`config.mk`:
```
export PLATFORM = sky130hd
export DESIGN_NAME = uart_rx_core
export DESIGN_NICKNAME = d
export VERILOG_FILES = /design/src/rtl/uart_pkg.sv /design/src/rtl/uart_rx_fifo.sv /design/src/rtl/uart_rx_core.sv
export SDC_FILE = /design/constraint.sdc
export NUM_CORES = 1
export LEC_CHECK = 0
export ABC_AREA = 1
export BUFFER_PORTS_ARGS = -buffer_cell sky130_fd_sc_hd__buf_2
export CAP_MARGIN = 15
export CORE_ASPECT_RATIO = 0.5
export CORE_UTILIZATION = 59
export DETAILED_ROUTE_END_ITERATION = 6
export HOLD_SLACK_MARGIN = 0.02
export PLACE_DENSITY = 0.92
export SYNTH_ARGS = -nofsm -noshare
export SYNTH_HDL_FRONTEND = slang
export SYNTH_SLANG_ARGS = --single-unit
```
`constraint.sdc`:
```
create_clock -name clk -period 2.39 [get_ports clk]
set_input_delay 0 -clock clk [delete_from_list [all_inputs] [get_ports clk]]
set_output_delay 0 -clock clk [all_outputs]
set_load 0.02 [all_outputs]
```
`src/rtl/uart_pkg.sv`:
```
// Shared UART definitions: receiver FSM states, oversampling constants and
// the parity helper used by both the receiver and the transmitters.
package uart_pkg;

    typedef enum logic [2:0] {
        IDLE   = 3'd0,
        START  = 3'd1,
        DATA   = 3'd2,
        PARITY = 3'd3,
        STOP   = 3'd4
    } rx_state_t;

    // Tick index of the bit centre within the start bit, and of the
    // following bit centres once the sample counter has been realigned.
    localparam logic [3:0] OVS_MID  = 4'd7;
    localparam logic [3:0] OVS_LAST = 4'd15;

    // Parity bit value that makes XOR(data, bit) equal to odd.
    function automatic logic parity_bit(input logic [7:0] data, input logic odd);
        return (^data) ^ odd;
    endfunction

endpackage

```
`src/rtl/uart_rx_fifo.sv`:
```
// Synchronous show-ahead FIFO: the head entry is always visible on rdata,
// zero when empty. A pop and a push in the same cycle both succeed when full.
module uart_rx_fifo #(
    parameter int DEPTH = 4,
    parameter int WIDTH = 8
) (
    input  logic             clk,
    input  logic             rst,
    input  logic             push,
    input  logic             pop,
    input  logic [WIDTH-1:0] wdata,
    output logic [WIDTH-1:0] rdata,
    output logic             empty,
    output logic             full
);
    localparam int AW = $clog2(DEPTH);

    logic [WIDTH-1:0] mem [DEPTH];
    logic [AW:0]      wr_ptr;
    logic [AW:0]      rd_ptr;
    logic             do_pop;
    logic             do_push;

    // Extra pointer bit separates the full case from the empty case.
    assign empty   = (wr_ptr == rd_ptr);
    assign full    = (wr_ptr[AW] != rd_ptr[AW]) && (wr_ptr[AW-1:0] == rd_ptr[AW-1:0]);
    assign do_pop  = pop & ~empty;
    assign do_push = push & (~full | do_pop);
    assign rdata   = empty ? '0 : mem[rd_ptr[AW-1:0]];

    // Storage write; contents need no reset because empty masks the output.
    always_ff @(posedge clk) begin
        if (do_push) begin
            mem[wr_ptr[AW-1:0]] <= wdata;
        end
    end

    // Pointer update, wrapping modulo DEPTH with the extra lap bit.
    always_ff @(posedge clk or negedge rst) begin
        if (!rst) begin
            wr_ptr <= '0;
            rd_ptr <= '0;
        end else begin
            if (do_push) wr_ptr <= wr_ptr + (AW+1)'(1);
            if (do_pop)  rd_ptr <= rd_ptr + (AW+1)'(1);
        end
    end

endmodule

```
`src/rtl/uart_rx_core.sv`:
```
// 16x-oversampling UART receiver: input synchronizer, tick generator,
// frame FSM, sticky error flags and a show-ahead receive FIFO.
// Read handshake: rx_valid means the head entry on rx_data is valid; rd high
// on a clock edge while rx_valid pops it, and rd while empty is ignored.
module uart_rx_core
    import uart_pkg::*;
#(
    parameter int FIFO_DEPTH = 4,
    parameter int OVS        = 16
) (
    input  logic        clk,
    input  logic        rst,
    input  logic        en,
    input  logic [15:0] div,
    input  logic        parity_en,
    input  logic        parity_odd,
    input  logic        int_en,
    input  logic        RxD,
    input  logic        rd,
    input  logic        err_clr,
    output logic [7:0]  rx_data,
    output logic        rx_valid,
    output logic        rx_full,
    output logic        parity_err,
    output logic        frame_err,
    output logic        overrun,
    output logic        INT,
    output logic [2:0]  fsm_state
);
    localparam int SW = $clog2(OVS);

    rx_state_t     state;
    logic          rxd_meta;
    logic          rxd_sync;
    logic          rxd_prev;
    logic          fall;
    logic [15:0]   tick_cnt;
    logic          tick;
    logic [SW-1:0] samp_cnt;
    logic [2:0]    bit_cnt;
    logic [7:0]    shift;
    logic          parity_bad;
    logic          push;
    logic          fifo_empty;
    logic          fifo_full;

    assign fall      = rxd_prev & ~rxd_sync;
    assign tick      = en && (state != IDLE) && (tick_cnt == div);
    assign push      = tick && (state == STOP) && (samp_cnt == SW'(OVS_LAST));
    assign rx_valid  = ~fifo_empty;
    assign rx_full   = fifo_full;
    assign INT       = int_en & (rx_valid | parity_err | frame_err | overrun);
    assign fsm_state = state;

    // Two-flop synchronizer plus one history flop for start-edge detection.
    always_ff @(posedge clk or negedge rst) begin
        if (!rst) begin
            rxd_meta <= 1'b1;
            rxd_sync <= 1'b1;
            rxd_prev <= 1'b1;
        end else begin
            rxd_meta <= RxD;
            rxd_sync <= rxd_meta;
            rxd_prev <= rxd_sync;
        end
    end

    // Tick divider: held at zero while idle or disabled so a frame starts phase-aligned.
    always_ff @(posedge clk or negedge rst) begin
        if (!rst) begin
            tick_cnt <= '0;
        end else if (!en || state == IDLE || tick_cnt == div) begin
            tick_cnt <= '0;
        end else begin
            tick_cnt <= tick_cnt + 16'd1;
        end
    end

    // Frame FSM: start qualification, LSB-first data capture, parity check, stop.
    always_ff @(posedge clk or negedge rst) begin
        if (!rst) begin
            state      <= IDLE;
            samp_cnt   <= '0;
            bit_cnt    <= '0;
            shift      <= '0;
            parity_bad <= 1'b0;
        end else if (!en) begin
            state    <= IDLE;
            samp_cnt <= '0;
        end else begin
            case (state)
                IDLE: begin
                    if (fall) begin
                        state      <= START;
                        samp_cnt   <= '0;
                        bit_cnt    <= '0;
                        parity_bad <= 1'b0;
                    end
                end
                START: begin
                    if (tick) begin
                        if (samp_cnt == SW'(OVS_MID)) begin
                            // Realign so later bit centres fall on OVS_LAST.
                            samp_cnt <= '0;
                            state    <= rxd_sync ? IDLE : DATA;
                        end else begin
                            samp_cnt <= samp_cnt + SW'(1);
                        end
                    end
                end
                DATA: begin
                    if (tick) begin
                        samp_cnt <= samp_cnt + SW'(1);
                        if (samp_cnt == SW'(OVS_LAST)) begin
                            shift   <= {rxd_sync, shift[7:1]};
                            bit_cnt <= bit_cnt + 3'd1;
                            if (bit_cnt == 3'd7) begin
                                state <= parity_en ? PARITY : STOP;
                            end
                        end
                    end
                end
                PARITY: begin
                    if (tick) begin
                        samp_cnt <= samp_cnt + SW'(1);
                        if (samp_cnt == SW'(OVS_LAST)) begin
                            parity_bad <= (rxd_sync != parity_bit(shift, parity_odd));
                            state      <= STOP;
                        end
                    end
                end
                STOP: begin
                    if (tick) begin
                        samp_cnt <= samp_cnt + SW'(1);
                        // Leave at mid-stop so a following start edge is not missed.
                        if (samp_cnt == SW'(OVS_LAST)) begin
                            state <= IDLE;
                        end
                    end
                end
                default: state <= IDLE;
            endcase
        end
    end

    // Sticky error flags; a set event in the same cycle as err_clr wins.
    always_ff @(posedge clk or negedge rst) begin
        if (!rst) begin
            parity_err <= 1'b0;
            frame_err  <= 1'b0;
            overrun    <= 1'b0;
        end else begin
            if (err_clr) begin
                parity_err <= 1'b0;
                frame_err  <= 1'b0;
                overrun    <= 1'b0;
            end
            if (push && parity_bad)         parity_err <= 1'b1;
            if (push && !rxd_sync)          frame_err  <= 1'b1;
            if (push && fifo_full && !rd)   overrun    <= 1'b1;
        end
    end

    uart_rx_fifo #(
        .DEPTH(FIFO_DEPTH),
        .WIDTH(8)
    ) u_fifo (
        .clk  (clk),
        .rst  (rst),
        .push (push),
        .pop  (rd),
        .wdata(shift),
        .rdata(rx_data),
        .empty(fifo_empty),
        .full (fifo_full)
    );

endmodule

```
==> Word level (Yosys, flattened, before mapping) <==
Memories as Yosys holds them, arrays and structs flattened.
Index checks and enable logic that the tools add are counted.
{ "totals": {"reg_bits": 47, "ram_bits": 32, "input_bits": 25, "output_inout_bits": 17, "n_memories": 1} }
{ "classes": {"add_sub_neg": 5, "n_eq_ne": 29, "mux": 36, "bitwise_logic": 12, "n_reduce_logical": 28} }
{ "memory_table": {"columns": ["memory", "words", "width", "read_ports", "rd_clocked_by_memory_dff", "wr", "line", "rtl"], "rows": [
  ["u_fifo.mem", 4, 8, 1, 0, 1, "uart_rx_fifo.sv:18", "logic [WIDTH-1:0] mem [DEPTH];"]
]} }
{ "ops": {"columns": ["cell", "count"], "rows": [
  ["two-way mux 3 bit", 15],
  ["inequality test 3 bit (second input constant)", 9],
  ["two-way mux 4 bit", 5],
  ["adder 16 x 1 -> 16 bit (second input constant)", 1],
  ["equality test 16 bit", 1],
  ["two-way mux 16 bit", 1],
  ["one-hot mux 3 bit (5 select lines)", 1],
  ["one-hot mux 4 bit (3 select lines)", 1],
  ["inequality test 2 bit (second input constant)", 5],
  ["AND reduction 10 bit", 1],
  ["AND reduction 5 bit", 2],
  ["nonzero test 2 bit", 5],
  ["adder 3 x 1 -> 3 bit (second input constant)", 3],
  ["logical AND 1 bit", 9],
  ["two-way mux 1 bit", 9],
  ["two-way mux 8 bit", 1],
  ["AND reduction 4 bit", 2],
  ["XOR reduction 8 bit", 1],
  ["equality test 3 x 2 -> 1 bit (second input constant)", 2],
  ["equality test 3 bit (second input constant)", 2],
  ["inequality test 3 x 2 -> 1 bit (second input constant)", 2],
  ["one-hot mux 3 bit (2 select lines)", 1],
  ["adder 4 x 1 -> 4 bit (second input constant)", 1],
  ["AND 1 bit", 4],
  ["other kinds (17)", 26]
]} }

==> Logic depth before layout (Yosys ltp) <==
Gate-level depths: netlist of the first run.
{ "depth": {"ltp_word": 8, "ltp_mapped": 13, "depth_no_buf": 13} }

==> By module <==
A second synthesis of the first run with hierarchy kept.
{ "unflattened": {"hier_cells": 500, "area_unflattened_um2": 4332.9} }
{ "modules_own_cells": {"columns": ["mod", "n_inst", "cells_each", "area_per_inst_um2"], "rows": [
  ["uart_rx_core", 1, 338, 2551.2],
  ["uart_rx_fifo", 1, 162, 1781.7]
]} }

==> Worst setup path after synthesis of the first run <==
Ideal clock, no wire load.
{ "synth_timing": {"path_type": "reg-to-reg", "from": "reg state[0], in the netlist fsm_state[0]", "to": "mem u_fifo.mem[0][0], enable pin", "setup_ns": 0.371, "t_arrival_ns": 1.756, "t_required_ns": 2.019, "path_slack_ns": 0.263, "stages_incl_launch_ff": 9, "path_buffers": 0, "period_less_slack_ns": 2.127, "path_cell_list": "dfrtp_1 -> inv_1 -> nand2_2 -> inv_1 -> nor2_2 -> nand3_4 -> nor2_8 -> nand3_4 -> nor2_1"} }
{ "synth_between": {"elab_chain_len": 8, "elab_cells_between_ends": 9, "cone_classes": "eq/ne: 1; mux: 2; bitwise: 1; reduce/logical: 5"} }
{ "synth_rtl": {"columns": ["item", "line", "rtl"], "rows": [
  ["start: declaration", "uart_rx_core.sv:32", "rx_state_t state;"],
  ["start signal: assignment", "uart_rx_core.sv:105", "state <= rxd_sync ? IDLE : DATA;"],
  ["start signal: assignment", "uart_rx_core.sv:118", "state <= parity_en ? PARITY : STOP;"],
  ["nonzero test 3 bit", "uart_rx_core.sv:48", "assign tick = en && (state != IDLE) && (tick_cnt == div);"],
  ["logical AND 1 bit (2 in series)", "uart_rx_core.sv:48", null],
  ["logical AND 1 bit (*) (2 in series)", "uart_rx_core.sv:49", "assign push = tick && (state == STOP) && (samp_cnt == SW'(OVS_LAST));"],
  ["AND 1 bit (*)", "uart_rx_fifo.sv:28", "assign do_push = push & (~full | do_pop);"],
  ["two-way mux 1 bit (*)", "uart_rx_fifo.sv:33", "if (do_push) begin"],
  ["two-way mux 1 bit (implied by the code) (*)", "uart_rx_fifo.sv:34", "mem[wr_ptr[AW-1:0]] <= wdata;"],
  ["end: declaration", "uart_rx_fifo.sv:18", null]
]} }
Mark *: on every way between the ends. The rest lies on a longest branch, timed or not.

==> Worst setup path after layout of the first run <==
{ "layout_timing": {"from": "reg tick_cnt[13]", "to": "reg state[2], in the netlist fsm_state[2]"} }
{ "layout_between": {"elab_chain_len": 4, "elab_cells_between_ends": 7, "cone_classes": "eq/ne: 5; reduce/logical: 2"} }
{ "layout_rtl": {"columns": ["item", "line", "rtl"], "rows": [
  ["start: declaration", "uart_rx_core.sv:37", "logic [15:0] tick_cnt;"],
  ["start signal: assignment", "uart_rx_core.sv:75", "tick_cnt <= tick_cnt + 16'd1;"],
  ["equality test 16 bit (*)", "uart_rx_core.sv:48", null],
  ["logical AND 1 bit (*)", "uart_rx_core.sv:48", null],
  ["inequality test 3 bit (no line)", null, null],
  ["AND reduction 10 bit (no line) (*)", null, null]
]} }
Marked as above.
A chain may end at the register's enable or synchronous reset.

==> results by group, run 1 <==
Run status
  – Outcome: completed

Route
  – Drt wl/cell: approximately 14 um
  – Top Metal Used: met4
  – Via Count: 3,498
  – DRC: 0
  – Pre-antenna DRT Iters: 6
  – Total detailed-routing wirelength: 8.91 mm
  – WL met2: 4.41 mm
  – Post-route ant nets: 0
  – Via-to-Cell Ratio: 5.44
  – Routed metal-1 wirelength: 3.73 mm
  – Met3 WL: 607 um
  – DRT iter0 DRCs: 336

Cells and area
  – Post-Route Utilization: 72.6%
  – Share of cells above drive strength 1: 18.0%
  – Final net count: 580
  – Most common cell after layout, fill and taps aside: nand2_1
  – Post-route insts no fill: 643
  – Antenna cell count: 0
  – Fillers: around 490
  – Final Instance Area: 0.00490 mm^2
  – Area growth syn-to-layout: 18.1%
  – Most frequent cells in the layout: 117 x nand2_1, 71 x inv_1, 53 x nor2_1

Logic synthesis
  – Ys Warns: 0
  – FFs w/ async S/R, synth: about 59%
  – Mapped Cells: 487
  – Synthesis-stage register bit count: 79
  – Cell area after synthesis: approximately 0.0042 mm^2
  – Top_reg_cell synth: dfrtp_1
  – Seq/Total Area, Yosys: 51.6%
  – Post-synth EDFFs: 32
  – Syn_nets: 521
  – Avg Synthesized Cell Area: 8.52 um^2
  – Synth cell types: 34

STA
  – Clk_skew: 0.00880 ns
  – Final hold vios: 0
  – Final setup violation count: 0
  – Setup TNS: 0 ns
  – Worst slew pin tran: between 0.4 and 0.5 ns
  – Final Worst Setup Slack: 0.170 ns
  – Final Cycle Share: 92.9%
  – Final Max Tran Viols: 0
  – Max Clk Rate: roughly 450 MHz
  – Unrepaired setup endpoints after global routing: false
  – Hold WS: between 0.07 and 0.08 ns
  – Relative slew margins: 68.1%
  – Crit path time final: around 2.2 ns

Hold path
  – Tightest Hold Check Type: primary input to async pin

CTS
  – H-tree depth: 3
  – CTS tree: built
  – Skew-Pair Late Insertion Delay: 0.34 ns
  – Clock Path Buffers: 2
  – Clk sinks: 79
  – Worst-path clk slew: 0.06 ns
  – TritonCTS Buffers: 9
  – Root Driver: clkbuf_16
  – # Post-CTS Setup Buffers: 0

Setup path
  – Crit. End Element: flop
  – Reg2Reg Setup Slack: 0.17 ns
  – Crit path DAT: 2.44 ns
  – Reg2Reg Depth: 12
  – Worst Setup SP: tick_cnt[13]$_DFF_PN0_
  – R2r startpoint: tick_cnt[13]$_DFF_PN0_
  – Worst R2R End: fsm_state[2]$_DFFE_PN0P_
  – Critical Path Start Type: flop
  – Crit path kind: flop to flop
  – Critical path peak fanout: 5
  – Critical Path RT: 2.61 ns
  – Worst Setup EP: fsm_state[2]$_DFFE_PN0P_

Global route
  – Initial antenna violation count: 0
  – Vias in the first global route: ~3,200
  – Gr ovfl total: 0
  – Largest net degree at the start of global routing: 38
  – GRT Total Usage: 25.8%
  – First-pass GRT wire length: 14.3 mm

Floorplanning
  – Rows: 21
  – Die width: 121 um
  – Initial Util: 61.5%
  – Die area: 0.00740 mm^2
  – Core area: 0.00675 mm^2
  – Ports: between 40 and 50
  – Die H: 61.3 um

Pwr
  – Leakage power: 2.38 nW
  – Pwr Density: 725 mW/mm^2
  – Peak supply drop: 394 uV
  – Power, Total: 3.56 mW

Place
  – Cells after DPL: 620
  – Dpl ws: between 0.1 and 0.15 ns
  – Post-detail-place hpwl: 5.95 mm
  – Port bufs: 41
  – DP Area: 0.00449 mm^2
  – Placer congestion estimate: roughly 0.9

Job
  – Max-Cap Viols: 0
## critical path, cell delays in order, from the launching register on
cell and delay [ns]:
dfrtp_1 0.41, inv_1 0.10, nand2_1 0.08, nand2_1 0.05, nor2_1 0.12, nand2_1 0.10, nor2_4 0.14, nand4_1 0.17
nand2_1 0.10, nand3_1 0.13, nand3_1 0.10, nand2_1 0.06, dlygate4sd3_1 0.55
## cells in the mapped netlist (9+ instances only)
master	instances	share of area (%)
a21oi_1	18	2.2
nand2_1	117	11
edfxtp_1	32	23
xor2_1	10	2.1
nand3_1	21	2.5
nor2_1	55	5.0
xnor2_1	9	1.9
inv_1	71	6.4
o21ai_0	34	4.1
dfrtp_1	44	27
o22ai_1	10	1.5
ha_1	9	2.7
## report_power, final
part / leakage (nW) / switching (mW) / internal (mW)
Clock: 0.166 / 0.550 / 0.987
Sequential: 0.887 / 0.0482 / 1.45
Combinational: 1.33 / 0.361 / 0.163
## final cells by class
class / count / area [um^2] / area share [%]
clock inverters: 5 / 86.3 / 1.76
flip-flops and latches: 79 / 2140 / 43.7
well taps: 92 / 115 / 2.35
inverters: 77 / 289 / 5.90
repair buffers: 55 / 328 / 6.69
clock buffers: 11 / 254 / 5.18
multi-input cells: 324 / 1690 / 34.5
## worst min path at each step
stage               from                            to  slack (ns)  cells past startpoint
floorplan            rst        bit_cnt[0]$_DFFE_PN0P_       -0.30                      0
global placement     rst  u_fifo.rd_ptr[1]$_DFFE_PN0P_        -0.1                      1
detailed placement   rst          shift[3]$_DFFE_PN0P_       -0.10                      1
CTS                  rst  u_fifo.rd_ptr[1]$_DFFE_PN0P_        0.07                      2
global route         rst  u_fifo.rd_ptr[0]$_DFFE_PN0P_         0.1                      2
finish               rst  u_fifo.rd_ptr[1]$_DFFE_PN0P_        0.08                      2
## routing by layer
| layer | GRT usage, % | vias to the layer above |
|---|---|---|
| li1 | - | 1675 |
| met1 | 30.6 | 1649 |
| met3 | 7.22 | 22 |
| met2 | 47.0 | 152 |
| met5 | 0 | - |
| met4 | 9.35 | 0 |
## kinds of logic after synthesis
kind of cell	after synthesis	synth area share, %
buf+inv	84	7.87
fa+ha+maj	9	2.71
flops	79	51.6
compound gates	71	9.61
xor+xnor	19	4.01
simple gates	225	24.2
## state kept, by name (all words and copies together) (netlist names)
name,flops
fsm_state,3
samp_cnt,4
rxd_meta,1
u_fifo.wr_ptr,3
rxd_sync,1
shift,8
parity_err,1
bit_cnt,3
parity_bad,1
tick_cnt,16
u_fifo.rd_ptr,3
u_fifo.mem,32
frame_err,1
rxd_prev,1
overrun,1
## timing repair
item / in CTS / in global routing
resized for setup: 0 / 2
setup endpoints to repair: 0 / 16
hold buffers: 7 / 0
hold endpoints to repair: 54 / 0
(Power assumes the default switching activity.)
==> run 2, diff against run 1 <==
--- a/config.mk
+++ b/config.mk
@@ -9,10 +9,11 @@
 export BUFFER_PORTS_ARGS = -buffer_cell sky130_fd_sc_hd__buf_2
 export CAP_MARGIN = 15
 export CORE_ASPECT_RATIO = 0.5
-export CORE_UTILIZATION = 59
+export CORE_UTILIZATION = 30
 export DETAILED_ROUTE_END_ITERATION = 6
 export HOLD_SLACK_MARGIN = 0.02
-export PLACE_DENSITY = 0.92
+export PLACE_DENSITY = 0.58
 export SYNTH_ARGS = -nofsm -noshare
 export SYNTH_HDL_FRONTEND = slang
 export SYNTH_SLANG_ARGS = --single-unit
+export TNS_END_PERCENT = 50
==> results by group, run 2 (synthesis results as in run 1) <==
Run status
  – Outcome: completed

Setup path
  – Crit path kind: flop to flop
  – Critical Path Start Type: flop
  – CP Buf/Inv Count: 1
  – Reg2Reg Setup Slack: 0.22 ns
  – Critical path's largest stage delay: 0.54 ns
  – Critical Path Most Common Cell: nand2_1
  – Crit path DAT: 2.39 ns
  – Top delay family on crit path: simple AND/OR/NAND/NOR gates
  – Critical Path RT: 2.61 ns
  – Crit path cell chain: nand2_1 > nand2_1 > nor2_1 > nand2_1 > nor2_4 > nand4_1 > nand2_1 > nand3_1 > nand3_1 > nand2_1 > dlygate4sd3_1
  – Critical path peak fanout: 6
  – Slowest-stage cell, CP: dlygate4sd3_1
  – Crit. End Element: flop

Pwr
  – NetSw: 0.974 mW
  – Leakage power: 2.39 nW
  – Power, Total: 3.62 mW
  – Pint: roughly 2.6 mW
  – Pwr Density: 722 mW/mm^2
  – Peak supply drop: approximately 360 uV
  – Part of the power in the clock network: 44.4%
  – Switch share: between 20% and 30%
  – Combinational share of power: 14.3%
  – Reg power frac: 41.3%

STA
  – Final setup violation count: 0
  – Worst slew pin tran: 0.514 ns
  – Final Cycle Share: 90.6%
  – Clk_skew: approximately 0.0059 ns
  – Crit path time final: 2.17 ns
  – Hold WS: 0.164 ns
  – Final Max Tran Viols: 0
  – Final hold vios: 0
  – Unrepaired setup endpoints after global routing: false
  – Final Worst Setup Slack: approximately 0.22 ns
  – Max Clk Rate: 462 MHz
  – Relative slew margins: 65.7%
  – Setup TNS: 0 ns

Floorplanning
  – Die H: 85.2 um
  – Rows: 29
  – Ports: 42
  – Die area: 0.0143 mm^2
  – Core area: 0.0131 mm^2
  – Die width: 168 um
  – Initial Util: between 30% and 40%

Cells and area
  – Max FFs per register: 32
  – Post-Route Utilization: 38.4%
  – Antenna cell count: 0
  – Most common cell after layout, fill and taps aside: nand2_1
  – Final net count: just under 600
  – Share of cells above drive strength 1: 17.9%
  – Most frequent cells in the layout: 117 x nand2_1, 71 x inv_1, 55 x nor2_1
  – Area growth syn-to-layout: 20.8%

Global route
  – First-pass GRT wire length: 14.4 mm
  – Gr ovfl total: 0
  – Largest net degree at the start of global routing: 28
  – Initial antenna violation count: 0
  – Vias in the first global route: 2,963
  – GRT Total Usage: 12.9%

CTS
  – H-tree depth: 3
  – Worst-path clk slew: 0.06 ns
  – Clk sinks: 79
  – CTS tree: built
  – Clock Path Buffers: 2
  – # Post-CTS Setup Buffers: 0
  – Root Driver: clkbuf_16
  – PostCTS Resize Cnt: 0
  – TritonCTS Buffers: 9
  – Skew-Pair Late Insertion Delay: around 0.34 ns

Route
  – Routed metal-1 wirelength: 4.32 mm
  – Post-route ant nets: 0
  – Top Metal Used: met4
  – Pre-antenna DRT Iters: 4
  – DRC: 0
  – Drt wl/cell: approximately 12 um
  – Via Count: around 3,200
  – Met3 WL: 251 um
  – DRT iter0 DRCs: 141
  – WL met2: about 3.8 mm
  – Total detailed-routing wirelength: 8.47 mm
  – Via-to-Cell Ratio: about 4.4

Place
  – Port bufs: 41
  – Post-detail-place hpwl: 6.17 mm
  – Dpl ws: around 0.34 ns
  – Placer congestion estimate: 0.833

Hold path
  – Tightest Hold Check Type: primary input to async pin

Job
  – Max-Cap Viols: 0
## run 2: changes by cell type in the layout (fill, tap and decap cells not counted)
| cell | delta |
|---|---|
| nor2_2 | -2 |
| inv_8 | +1 |
| bufinv_16 | +1 |
| nor2_1 | +2 |
| clkinv_4 | -1 |
| clkbuf_1 | -1 |
| clkinvlp_4 | +1 |
| clkbuf_16 | -1 |
| buf_4 | +1 |
## run 2: final timing paths
path	startpoint	end	cells past startpoint
max	tick_cnt[2]$_DFF_PN0_	fsm_state[2]$_DFFE_PN0P_	11
min	rst	tick_cnt[5]$_DFF_PN0_	2
max reg2reg	tick_cnt[2]$_DFF_PN0_	fsm_state[2]$_DFFE_PN0P_	11
min reg2reg	rxd_meta$_DFF_PN1_	rxd_sync$_DFF_PN1_	0
max in group asynchronous	rst	rxd_prev$_DFF_PN1_	3
min in group clk	parity_odd	parity_bad$_DFFE_PN0P_	8
## run 2: power by group through the flow
stage          clock (mW)  sequential, mW  combinational (mW)
4_1_cts              1.65            1.49               0.523
6_report             1.61            1.49               0.517
5_1_grt              1.70            1.50               0.597
2_1_floorplan           0            1.53               0.344
3_5_place_dp            0            1.52               0.506
3_3_place_gp            0            1.52               0.502
## run 2: cell type report
| class | instances | area (um^2) |
|---|---|---|
| clock inverter | 7 | 126 |
| clock buffer | 9 | 225 |
| inverter | 77 | 289 |
| sequential | 79 | 2140 |
| multi-input combinational | 324 | 1680 |
| tap | 170 | 213 |
| fill | 1291 | 8050 |
| timing repair buffer | 56 | 335 |
## run 2: what timing repair did
action / 4_1_cts / 5_1_grt
endpoints found under the hold margin: 30 / 0
endpoints found under the setup margin: 0 / 0
hold buffers: 7 / 0
## run 2: per-stage QoR
step                instances  cell area (um^2)
finish                    722              5010
global route              722              5010
CTS                       722              5010
detailed placement        699              4590
global placement          699              4590
floorplan                 487              4150
## run 2: layer usage
metal,track usage (%),up-vias
li1,-,1679
met1,17.6,1454
met2,20.0,31
met3,3.17,11
met4,4.71,0
met5,0,-
==> run 3, diff against run 2 <==
--- a/config.mk
+++ b/config.mk
@@ -13,7 +13,9 @@
 export DETAILED_ROUTE_END_ITERATION = 6
 export HOLD_SLACK_MARGIN = 0.02
 export PLACE_DENSITY = 0.58
+export SLEW_MARGIN = 10
 export SYNTH_ARGS = -nofsm -noshare
 export SYNTH_HDL_FRONTEND = slang
+export SYNTH_HIERARCHICAL = 1
 export SYNTH_SLANG_ARGS = --single-unit
 export TNS_END_PERCENT = 50
==> results by group, run 3 <==
Floorplanning
  – Die area: between 0.01 and 0.015 mm^2
  – Ports: 42
  – Die width: 172 um
  – Core area: 0.0138 mm^2
  – Rows: 30
  – Initial Util: 31.4%
  – Die H: 87.0 um

Logic synthesis
  – Synthesis-stage register bit count: 79
  – Syn_nets: ~530
  – Synth cell types: 40
  – Synth top area share: 25.4%
  – Seq/Total Area, Yosys: 49.4%
  – Mapped Cells: 500
  – Ys Warns: 6
  – Cell area after synthesis: 0.00433 mm^2
  – Top post-synthesis cells by area: dfrtp_1 25%, edfxtp_1 22%, nand2_1 11%
  – Post-synth EDFFs: 32
  – Top_reg_cell synth: dfrtp_1
  – Leading area contributor after synthesis: dfrtp_1
  – Top cells by count, synth: 126 x nand2_1, 67 x inv_1, 60 x nor2_1
  – Avg Synthesized Cell Area: 8.67 um^2
  – FFs w/ async S/R, synth: between 50 and 60%
  – Most common cell in the synthesized netlist: nand2_1

Route
  – Pre-antenna DRT Iters: 5
  – DRC: 0
  – Total detailed-routing wirelength: 8.81 mm
  – Via Count: 3,270
  – DRT iter0 DRCs: 118
  – Post-route ant nets: 0
  – Via-to-Cell Ratio: 4.33
  – Drt wl/cell: 11.7 um

Pwr
  – Combinational share of power: 21.7%
  – Pwr Density: 700 mW/mm^2
  – Pint: 2.44 mW
  – NetSw: 1.14 mW
  – Peak supply drop: 262 uV
  – Switch share: 31.8%
  – Part of the power in the clock network: 35.6%
  – Reg power frac: between 40% and 50%
  – Leakage power: ~2.4 nW

Job
  – Max-Cap Viols: 0

Setup path
  – Critical path's largest stage delay: 0.46 ns
  – Crit path DAT: about 2.2 ns
  – Crit path kind: flop to flop
  – Critical Path RT: 2.44 ns
  – Slowest-stage cell, CP: dfrtp_1
  – Critical path peak fanout: 8
  – Crit. End Element: flop
  – Critical Path Start Type: flop
  – Crit path cell chain: inv_1 > nand2_1 > nand2_1 > nor2_1 > nand2_1 > nor2_4 > nand4_4 > nor2_1 > nand2_4 > nor2_1 > buf_4

Cells and area
  – Most common cell after layout, fill and taps aside: nand2_1
  – Post-Route Utilization: a little under two fifths
  – Max FFs per register: 32
  – Final net count: 592
  – Post-route insts no fill: 755
  – Share of cells above drive strength 1: 21.0%
  – Antenna cell count: 0
  – Area growth syn-to-layout: 17.8%
  – Most frequent cells in the layout: 126 x nand2_1, 67 x inv_1, 60 x nor2_1
  – Fillers: about 1,500

Global route
  – Largest net degree at the start of global routing: 27
  – Vias in the first global route: 3,182
  – Gr ovfl total: 0
  – Initial antenna violation count: 0
  – First-pass GRT wire length: 15.1 mm
  – GRT Total Usage: between 10% and 20%

Hold path
  – Tightest Hold Check Type: primary input to flop

Place
  – Placer congestion estimate: 0.832
  – Port bufs: around 40
  – Cells after DPL: 734
  – Post-detail-place hpwl: 6.57 mm

STA
  – Max Clk Rate: 468 MHz
  – Final Max Tran Viols: 0
  – Final hold vios: 0
  – Relative slew margins: 64.0%
  – Crit path time final: 2.14 ns
  – Clk_skew: between 0.003 and 0.004 ns
  – Setup TNS: 0 ns
  – Worst slew pin tran: 0.540 ns
  – Unrepaired setup endpoints after global routing: false
  – Final setup violation count: 0
  – Final Cycle Share: 89.5%
  – Hold WS: between 0.05 and 0.06 ns

CTS
  – CTS tree: built
  – H-tree depth: 3
  – TritonCTS Buffers: 9
  – Skew-Pair Late Insertion Delay: 0.34 ns
  – Worst-path clk slew: 0.06 ns
  – Clock Path Buffers: 2
  – Clk sinks: 79
  – Root Driver: clkbuf_16

Run status
  – Outcome: completed
==> run 3: layout make-up <==
type | count | area (um^2) | share of cell area, %
inverter | 75 | 285 | 5.59
sequential | 79 | 2140 | 41.9
multi-input combinational | 337 | 1830 | 35.8
clock buffer | 9 | 225 | 4.41
tap | 192 | 240 | 4.71
timing repair buffer | 56 | 330 | 6.47
clock inverter | 7 | 52.6 | 1.03
==> run 3: timing repair <==
item	in CTS	in global routing
endpoints found under the setup margin	0	0
resized for setup	0	0
setup buffers	0	0
hold buffers	5	0
endpoints found under the hold margin	29	0
==> run 3: cells by family after synthesis <==
logic type,Yosys count,share of synthesized area (%)
and+or+nand+nor,251,27.6
buffers and inverters,84,8.37
DFF,79,49.4
AOI/OAI and AO/OA,59,7.94
xor gates and xnor gates,18,4.07
adders and majority gates,9,2.60
==> run 3: final timing paths <==
check | startpoint | endpoint | slack [ns] | cells after the start
max in group asynchronous | rst | rxd_prev$_DFF_PN1_ | 1.42 | 3
max | tick_cnt[2]$_DFF_PN0_ | u_fifo/mem[3][3]$_DFFE_PP_ | 0.25 | 11
min | en | fsm_state[1]$_DFFE_PN0P_ | 0.06 | 4
max reg2reg | tick_cnt[2]$_DFF_PN0_ | u_fifo/mem[3][3]$_DFFE_PP_ | 0.25 | 11
min in group asynchronous | rst | tick_cnt[15]$_DFF_PN0_ | 0.18 | 2
min reg2reg | rxd_meta$_DFF_PN1_ | rxd_sync$_DFF_PN1_ | 0.36 | 0
==> run 3: power groups by stage <==
stage          Sequential [mW]  Clock (mW)  Combinational (mW)
2_1_floorplan             1.56           0               0.557
3_3_place_gp              1.55           0               0.770
3_5_place_dp              1.55           0               0.774
4_1_cts                   1.53        1.31               0.785
5_1_grt                   1.54        1.37               0.898
6_report                  1.53        1.27               0.774
==> run 3: per-layer routing <==
metal | GRT usage [%] | vias to the layer above | wire (um)
met1 | 16.2 | 1505 | 4170
met5 | 0 | - | 0
met3 | 3.41 | 11 | 409
met2 | 22.8 | 43 | 4140
met4 | 4.34 | 0 | 98
li1 | - | 1711 | -
==> run 3: metrics by stage <==
stage                     cell area (um^2)  worst slack (ns)  power, mW
after global routing                  5100            0.0728       3.80
after global placement                4780             0.305       2.32
after floorplan                       4330            0.0775       2.12
after CTS                             5100             0.211       3.62
after detailed placement              4780             0.252       2.33
final                                 5100             0.252       3.57
==> run 3: critical path: cells and delay by family (launching register included) <==
kind	cells	cell delay (ns)
DFF	1	0.46
buffers and inverters	2	0.24
and+or+nand+nor	9	1.14
